### src/rtl/cam_pkg.sv
// -----------------------------------------------------------------------------
// cam_pkg
// Shared definitions for the camera capture path and the downstream frame
// sender: capture state encoding, default output geometry, and the frame size
// in bytes that both sides agree on.
// -----------------------------------------------------------------------------
package cam_pkg;

   // Capture state machine encoding. Kept as plain constants so older blocks
   // that compare against raw 2-bit codes keep working.
   typedef logic [1:0] state_t;

   localparam state_t ST_IDLE    = 2'd0;
   localparam state_t ST_WAIT_VS = 2'd1;
   localparam state_t ST_CAPTURE = 2'd2;
   localparam state_t ST_DONE    = 2'd3;

   // Default decimated frame geometry and RAM addressing.
   localparam int DEF_OUT_W  = 96;
   localparam int DEF_OUT_H  = 96;
   localparam int DEF_ADDR_W = 15;

   // Bytes in one complete decimated frame; the sender streams exactly this many.
   localparam int FRAME_BYTES = DEF_OUT_W * DEF_OUT_H;

endpackage : cam_pkg

### src/rtl/cam_sync_edge.sv
// -----------------------------------------------------------------------------
// cam_sync_edge
// Brings one asynchronous camera signal into the Clk domain through two flops,
// then compares against a third flop to produce single-cycle rise/fall strobes.
//
// Ports:
//   Clk      in   system clock
//   i_Rst_n  in   asynchronous active-low reset
//   i_Async  in   asynchronous input
//   o_Sync   out  synchronized level
//   o_Rise   out  one-cycle strobe on a synchronized 0->1 transition
//   o_Fall   out  one-cycle strobe on a synchronized 1->0 transition
// -----------------------------------------------------------------------------
module cam_sync_edge (
   input  logic Clk,
   input  logic i_Rst_n,
   input  logic i_Async,
   output logic o_Sync,
   output logic o_Rise,
   output logic o_Fall
);

   logic meta_reg;
   logic sync_reg;
   logic prev_reg;

   always_ff @(posedge Clk or negedge i_Rst_n) begin
      if (!i_Rst_n) begin
         meta_reg <= 1'b0;
         sync_reg <= 1'b0;
         prev_reg <= 1'b0;
      end else begin
         meta_reg <= i_Async;
         sync_reg <= meta_reg;
         prev_reg <= sync_reg;
      end
   end

   assign o_Sync = sync_reg;
   assign o_Rise = sync_reg & ~prev_reg;
   assign o_Fall = ~sync_reg & prev_reg;

endmodule : cam_sync_edge

### src/rtl/cam_frame_capture.sv
// -----------------------------------------------------------------------------
// cam_frame_capture
// Generates the camera master clock, samples the camera parallel bus in the
// Clk domain, decimates one armed frame down to OUT_W x OUT_H bytes (one byte
// per pixel) and writes them sequentially into the frame RAM. o_Frame_Done
// pulses once the RAM holds the frame (or a short frame ended early).
//
// Ports:
//   Clk           in   system clock
//   i_Rst_n       in   asynchronous active-low reset
//   i_D[7:0]      in   camera data bus
//   i_PLK         in   camera pixel clock (asynchronous)
//   i_VS          in   vertical sync, high during blanking
//   i_HS          in   HREF, high while line data is valid
//   i_Arm         in   level request to capture the next full frame
//   o_XLK         out  camera master clock, toggles every XLK_HALF cycles
//   o_Wr_En       out  one-cycle RAM write strobe
//   o_Wr_Addr     out  RAM write address
//   o_Wr_Data     out  RAM write data
//   o_Frame_Done  out  one-cycle pulse, frame complete
//   o_Short       out  frame ended before OUT_W*OUT_H bytes were written
//   o_Busy        out  capture armed or in progress
// -----------------------------------------------------------------------------
module cam_frame_capture
   import cam_pkg::*;
#(
   parameter int XLK_HALF     = 5,
   parameter int BYTES_PER_PX = 2,
   parameter int BYTE_SEL     = 1,
   parameter int H_DEC        = 3,
   parameter int V_DEC        = 2,
   parameter int OUT_W        = DEF_OUT_W,
   parameter int OUT_H        = DEF_OUT_H,
   parameter int ADDR_W       = DEF_ADDR_W
) (
   input  logic              Clk,
   input  logic              i_Rst_n,
   input  logic [7:0]        i_D,
   input  logic              i_PLK,
   input  logic              i_VS,
   input  logic              i_HS,
   input  logic              i_Arm,
   output logic              o_XLK,
   output logic              o_Wr_En,
   output logic [ADDR_W-1:0] o_Wr_Addr,
   output logic [7:0]        o_Wr_Data,
   output logic              o_Frame_Done,
   output logic              o_Short,
   output logic              o_Busy
);

   // ---------------------------------------------------------------- widths
   localparam int XW  = $clog2(XLK_HALF + 1);
   localparam int BW  = $clog2(BYTES_PER_PX + 1);
   localparam int HPW = $clog2(H_DEC + 1);
   localparam int VPW = $clog2(V_DEC + 1);
   localparam int HIW = $clog2(OUT_W + 1);
   localparam int VIW = $clog2(OUT_H + 1);

   localparam logic [XW-1:0]     XLK_LAST   = XW'(XLK_HALF - 1);
   localparam logic [BW-1:0]     BYTE_LAST  = BW'(BYTES_PER_PX - 1);
   localparam logic [BW-1:0]     BYTE_KEEP  = BW'(BYTE_SEL);
   localparam logic [HPW-1:0]    H_LAST     = HPW'(H_DEC - 1);
   localparam logic [VPW-1:0]    V_LAST     = VPW'(V_DEC - 1);
   localparam logic [HIW-1:0]    H_IDX_MAX  = HIW'(OUT_W);
   localparam logic [VIW-1:0]    V_IDX_MAX  = VIW'(OUT_H);
   localparam logic [ADDR_W-1:0] ADDR_LAST  = ADDR_W'(OUT_W * OUT_H - 1);

   // ------------------------------------------------------- master clock
   logic [XW-1:0] xlk_cnt_reg;

   always_ff @(posedge Clk or negedge i_Rst_n) begin
      if (!i_Rst_n) begin
         xlk_cnt_reg <= '0;
         o_XLK       <= 1'b0;
      end else if (xlk_cnt_reg == XLK_LAST) begin
         xlk_cnt_reg <= '0;
         o_XLK       <= ~o_XLK;
      end else begin
         xlk_cnt_reg <= xlk_cnt_reg + 1'b1;
      end
   end

   // --------------------------------------------------- input conditioning
   // Index 0 = PLK, 1 = VS, 2 = HS.
   logic [2:0] raw_in;
   logic [2:0] sync_vec;
   logic [2:0] rise_vec;
   logic [2:0] fall_vec;

   assign raw_in = {i_HS, i_VS, i_PLK};

   genvar gi;
   generate
      for (gi = 0; gi < 3; gi++) begin : g_sync
         cam_sync_edge u_sync (
            .Clk     (Clk),
            .i_Rst_n (i_Rst_n),
            .i_Async (raw_in[gi]),
            .o_Sync  (sync_vec[gi]),
            .o_Rise  (rise_vec[gi]),
            .o_Fall  (fall_vec[gi])
         );
      end
   endgenerate

   logic plk_rise;
   logic vs_rise;
   logic vs_fall;
   logic hs_sync;
   logic hs_fall;

   assign plk_rise = rise_vec[0];
   assign vs_rise  = rise_vec[1];
   assign vs_fall  = fall_vec[1];
   assign hs_sync  = sync_vec[2];
   assign hs_fall  = fall_vec[2];

   // Edge/level outputs this block has no use for.
   logic unused_edges;
   assign unused_edges = &{1'b0, sync_vec[1:0], fall_vec[0], rise_vec[2]};

   // Data goes through the same two-flop depth as PLK so that, on plk_rise,
   // d_dly2_reg holds the byte that was on the bus at the pixel clock edge.
   logic [7:0] d_dly1_reg;
   logic [7:0] d_dly2_reg;

   always_ff @(posedge Clk or negedge i_Rst_n) begin
      if (!i_Rst_n) begin
         d_dly1_reg <= '0;
         d_dly2_reg <= '0;
      end else begin
         d_dly1_reg <= i_D;
         d_dly2_reg <= d_dly1_reg;
      end
   end

   // -------------------------------------------------------------- counters
   // Pixel and line positions are kept as (index, phase) pairs so the
   // decimation tests need no dividers: px_cnt = px_idx*H_DEC + px_ph and
   // line_cnt = line_idx*V_DEC + line_ph. The index saturates at the output
   // size, which is enough to block any further keeps on long lines/frames.
   state_t          state_reg;
   logic            vs_seen_reg;
   logic [BW-1:0]   byte_cnt_reg;
   logic [HPW-1:0]  px_ph_reg;
   logic [HIW-1:0]  px_idx_reg;
   logic [VPW-1:0]  line_ph_reg;
   logic [VIW-1:0]  line_idx_reg;
   logic [ADDR_W-1:0] addr_reg;

   logic frame_start;
   logic keep;

   assign frame_start = (state_reg == ST_WAIT_VS) && vs_seen_reg && vs_fall;

   assign keep = (state_reg == ST_CAPTURE) && plk_rise && hs_sync
              && (byte_cnt_reg == BYTE_KEEP)
              && (px_ph_reg == '0)   && (px_idx_reg < H_IDX_MAX)
              && (line_ph_reg == '0) && (line_idx_reg < V_IDX_MAX);

   always_ff @(posedge Clk or negedge i_Rst_n) begin
      if (!i_Rst_n) begin
         byte_cnt_reg <= '0;
         px_ph_reg    <= '0;
         px_idx_reg   <= '0;
         line_ph_reg  <= '0;
         line_idx_reg <= '0;
      end else if (frame_start) begin
         byte_cnt_reg <= '0;
         px_ph_reg    <= '0;
         px_idx_reg   <= '0;
         line_ph_reg  <= '0;
         line_idx_reg <= '0;
      end else if (hs_fall) begin
         byte_cnt_reg <= '0;
         px_ph_reg    <= '0;
         px_idx_reg   <= '0;
         if (line_ph_reg == V_LAST) begin
            line_ph_reg <= '0;
            if (line_idx_reg != V_IDX_MAX)
               line_idx_reg <= line_idx_reg + 1'b1;
         end else begin
            line_ph_reg <= line_ph_reg + 1'b1;
         end
      end else if (plk_rise && hs_sync) begin
         if (byte_cnt_reg == BYTE_LAST) begin
            byte_cnt_reg <= '0;
            if (px_ph_reg == H_LAST) begin
               px_ph_reg <= '0;
               if (px_idx_reg != H_IDX_MAX)
                  px_idx_reg <= px_idx_reg + 1'b1;
            end else begin
               px_ph_reg <= px_ph_reg + 1'b1;
            end
         end else begin
            byte_cnt_reg <= byte_cnt_reg + 1'b1;
         end
      end
   end

   // --------------------------------------------------------- state machine
   always_ff @(posedge Clk or negedge i_Rst_n) begin
      if (!i_Rst_n) begin
         state_reg    <= ST_IDLE;
         vs_seen_reg  <= 1'b0;
         addr_reg     <= '0;
         o_Wr_En      <= 1'b0;
         o_Wr_Addr    <= '0;
         o_Wr_Data    <= '0;
         o_Frame_Done <= 1'b0;
         o_Short      <= 1'b0;
         o_Busy       <= 1'b0;
      end else begin
         o_Wr_En      <= 1'b0;
         o_Frame_Done <= 1'b0;
         o_Busy       <= (state_reg == ST_WAIT_VS) || (state_reg == ST_CAPTURE);

         case (state_reg)
            ST_IDLE: begin
               vs_seen_reg <= 1'b0;
               if (i_Arm)
                  state_reg <= ST_WAIT_VS;
            end

            // A rise must be seen first so a frame already running at arm
            // time is skipped; its end (rise) precedes our frame's start (fall).
            ST_WAIT_VS: begin
               if (!vs_seen_reg) begin
                  if (vs_rise)
                     vs_seen_reg <= 1'b1;
               end else if (vs_fall) begin
                  vs_seen_reg <= 1'b0;
                  addr_reg    <= '0;
                  o_Short     <= 1'b0;
                  state_reg   <= ST_CAPTURE;
               end
            end

            // The address holds at the last location rather than advancing,
            // so it can never run past the frame.
            ST_CAPTURE: begin
               if (keep) begin
                  o_Wr_En   <= 1'b1;
                  o_Wr_Addr <= addr_reg;
                  o_Wr_Data <= d_dly2_reg;
                  if (addr_reg == ADDR_LAST)
                     state_reg <= ST_DONE;
                  else
                     addr_reg <= addr_reg + 1'b1;
               end else if (vs_rise) begin
                  o_Short   <= 1'b1;
                  state_reg <= ST_DONE;
               end
            end

            ST_DONE: begin
               o_Frame_Done <= 1'b1;
               state_reg    <= ST_IDLE;
            end

            default: state_reg <= ST_IDLE;
         endcase
      end
   end

endmodule : cam_frame_capture

### config.mk
export PLATFORM = sky130hd
export DESIGN_NAME = cam_frame_capture
export DESIGN_NICKNAME = d
export VERILOG_FILES = /design/src/rtl/cam_pkg.sv /design/src/rtl/cam_sync_edge.sv /design/src/rtl/cam_frame_capture.sv
export SDC_FILE = /design/constraint.sdc
export NUM_CORES = 1
export LEC_CHECK = 0
export CAP_MARGIN = 20
export CORE_MARGIN = 5
export CORE_UTILIZATION = 45
export CTS_BUF_LIST = sky130_fd_sc_hd__clkbuf_4
export CTS_CLUSTER_SIZE = 20
export DETAILED_ROUTE_END_ITERATION = 8
export PLACE_DENSITY = 0.66
export SLEW_MARGIN = 5
export SYNTH_ARGS = -nofsm -noshare
export SYNTH_HDL_FRONTEND = slang
export SYNTH_HIERARCHICAL = 1
export SYNTH_SLANG_ARGS = --single-unit
### constraint.sdc
create_clock -name Clk -period 2.88 [get_ports Clk]
set_clock_uncertainty 0.15 [all_clocks]
set_input_delay 0.288 -clock Clk [delete_from_list [all_inputs] [get_ports Clk]]
set_output_delay 0.288 -clock Clk [all_outputs]
set_load 0.005 [all_outputs]
==> flow_metrics.env <==
export IMPL_outcome="completed"
export IMPL_h_tree_depth=3
export IMPL_setup_violations=0
export IMPL_first_iter_violations=94
export IMPL_ios=42
export IMPL_grt_pass1_wl_mm=11.6
export IMPL_timing_fmax_mhz=390
export IMPL_cts_resized=0
export IMPL_routed_wl_mm=6.54
export IMPL_portBuffers=41
export IMPL_fin_area_sq_um=4560
export IMPL_yosysWarnings=6
export IMPL_cts_buffer_depth=2
export IMPL_placementRows=33
export IMPL_clkLatencyLatePin_ns=0.45
export IMPL_placed_area_sq_um=4410
export IMPL_netlist_instances=323
export IMPL_drtPass1Iterations=4
export IMPL_start_util_pct=46.4
export IMPL_viasPerCell=5.11
export IMPL_cts_tree="done"
export IMPL_syn_num_nets=349
export IMPL_cp_max_fo=7
export IMPL_whs_ns=0.0973
export IMPL_diodes=0
export IMPL_dieArea_sq_um=10500
export IMPL_antenna_found_initial=0
export IMPL_worstPathRequired_ns=3.13
export IMPL_hold_viol_final=0
export IMPL_core_sq_um=8260
export IMPL_tns_ns=0
export IMPL_rsz0062_at_grt="no"
export IMPL_dieHeight_um=102
export IMPL_worstPathArrival_ns=2.81
export IMPL_max_slew_margin_pct=68.3
export IMPL_slew_violations=0
export IMPL_dieWidth_um=102
export IMPL_vias=2487
export IMPL_wl_per_cell_um=13.4
export IMPL_grt_pass1_vias=2544
export IMPL_hpwl_mm=4.53
export IMPL_p_leak_nw=2.11
export IMPL_final_nets=403
export IMPL_gr_total_overflow=0
export IMPL_avgSynthCellArea_sq_um=11.9
export IMPL_layout_drive_gt1_share_pct=13.6
export IMPL_holdCritPathClass="in -> reg"
export IMPL_startpoint_type="register"
export IMPL_syn_cell_area_sq_um=3830
export IMPL_drc=0
export IMPL_gp_congestion=0.843
export IMPL_irDropWorstVdd_mv=0.301
export IMPL_drtAntennaViolNets=0
export IMPL_grt_max_degree=95
export IMPL_cts_setup_buffers=0
export IMPL_power_density_nw_per_um2=611
export IMPL_cts_root_buf="clkbuf_4"
export IMPL_cts_buffers=9
export IMPL_endpoint_kind="register"
export IMPL_criticalPathCategory="reg -> reg"
export IMPL_min_period_over_period_pct=89.0
export IMPL_clkSlewWorstSetupHoldPaths_ns=0.16
export IMPL_maxCapViolations=0
export IMPL_syn2layout_area_growth_pct=18.9
export IMPL_clock_sinks=94
export IMPL_grt_use_total_pct=14.2
export IMPL_worstMarginPinSlew_ns=0.475
export IMPL_min_period_ns=2.56
[metrics by stage]
stage	power (W)	utilization, %	setup WS (ns)	cells
2_1_floorplan	0.00189	-	0.477	323
3_3_place_gp	0.00212	53.5	0.459	470
3_5_place_dp	0.00214	53.5	0.343	470
4_1_cts	0.00283	55.2	0.316	487
5_1_grt	0.00296	55.2	0.111	487
6_report	0.00278	55.2	0.315	487
[cell type report]
| class | instances | area (sq um) |
|---|---|---|
| flip-flops and latches | 94 | 2350 |
| fillers | 737 | 3700 |
| clock inverters | 7 | 65.1 |
| inverters | 17 | 63.8 |
| repair buffers | 50 | 490 |
| multi-input cells | 205 | 1390 |
| clock buffers | 9 | 67.6 |
| well taps | 105 | 131 |
[worst max-delay path, stage by stage, from the launching register on]
cell       delay [ns]
dfrtp_1          0.43
inv_1            0.13
ha_1             0.31
inv_1            0.13
o21a_1           0.23
a2111oi_4        0.43
inv_1            0.15
or4_1            0.41
o21ai_1          0.13
[path summary, 6_finish.rpt]
check | from | end | slack, ns | cells after the start
worst max-delay path | state_reg[0]$_DFFE_PN0P_ | addr_reg[14]$_DFFE_PN0P_ | 0.32 | 8
worst min-delay path | i_D[0] | d_dly1_reg[0]$_DFF_PN0_ | 0.1 | 1
worst max register to register | state_reg[0]$_DFFE_PN0P_ | addr_reg[14]$_DFFE_PN0P_ | 0.32 | 8
worst min register to register | g_sync[0].u_sync/meta_reg$_DFF_PN0_ | g_sync[0].u_sync/o_Sync$_DFF_PN0_ | 0.22 | 0
max in group asynchronous | i_Rst_n | line_idx_reg[4]$_DFFE_PN0P_ | 1.97 | 3
min in group asynchronous | i_Rst_n | o_Busy$_DFF_PN0_ | 0.26 | 3
[repair_timing]
| item | 4_1_cts | 5_1_grt |
|---|---|---|
| endpoints found under the setup margin | 0 | 0 |
| endpoints found under the hold margin | 94 | 0 |
| hold buffers | 1 | 0 |
[per-layer routing]
layer | vias to the layer above | wire length [um] | GRT usage (%)
li1 | 1210 | - | -
met1 | 1221 | 2980 | 18.2
met2 | 46 | 3170 | 22.3
met3 | 10 | 271 | 3.28
met4 | 0 | 113 | 7.77
met5 | - | 0 | 0
[layout by cell type, fill, tap and decap left out, drive strengths merged, types with 3 or more instances in the layout]
cell            n
a21oi          10
and3            8
buf             9
clkbuf          9
clkdlybuf4s50  40
dfrtp          94
ha             12
inv            20
mux2           20
mux2i           5
nand2          33
nand3           8
nand4          10
nor2           31
o21a            3
o21ai          15
o22ai           3
xnor2           5
xor2           14
[report_power, final]
group	switching [W]	internal [W]	leakage, nW	total, W
clock	0.000482	0.000195	0.0676	0.000677
combinational	0.000264	0.000296	0.812	0.000560
sequential	0.0000927	0.00145	1.23	0.00155
Note: power is estimated with default switching activity, not from simulation.
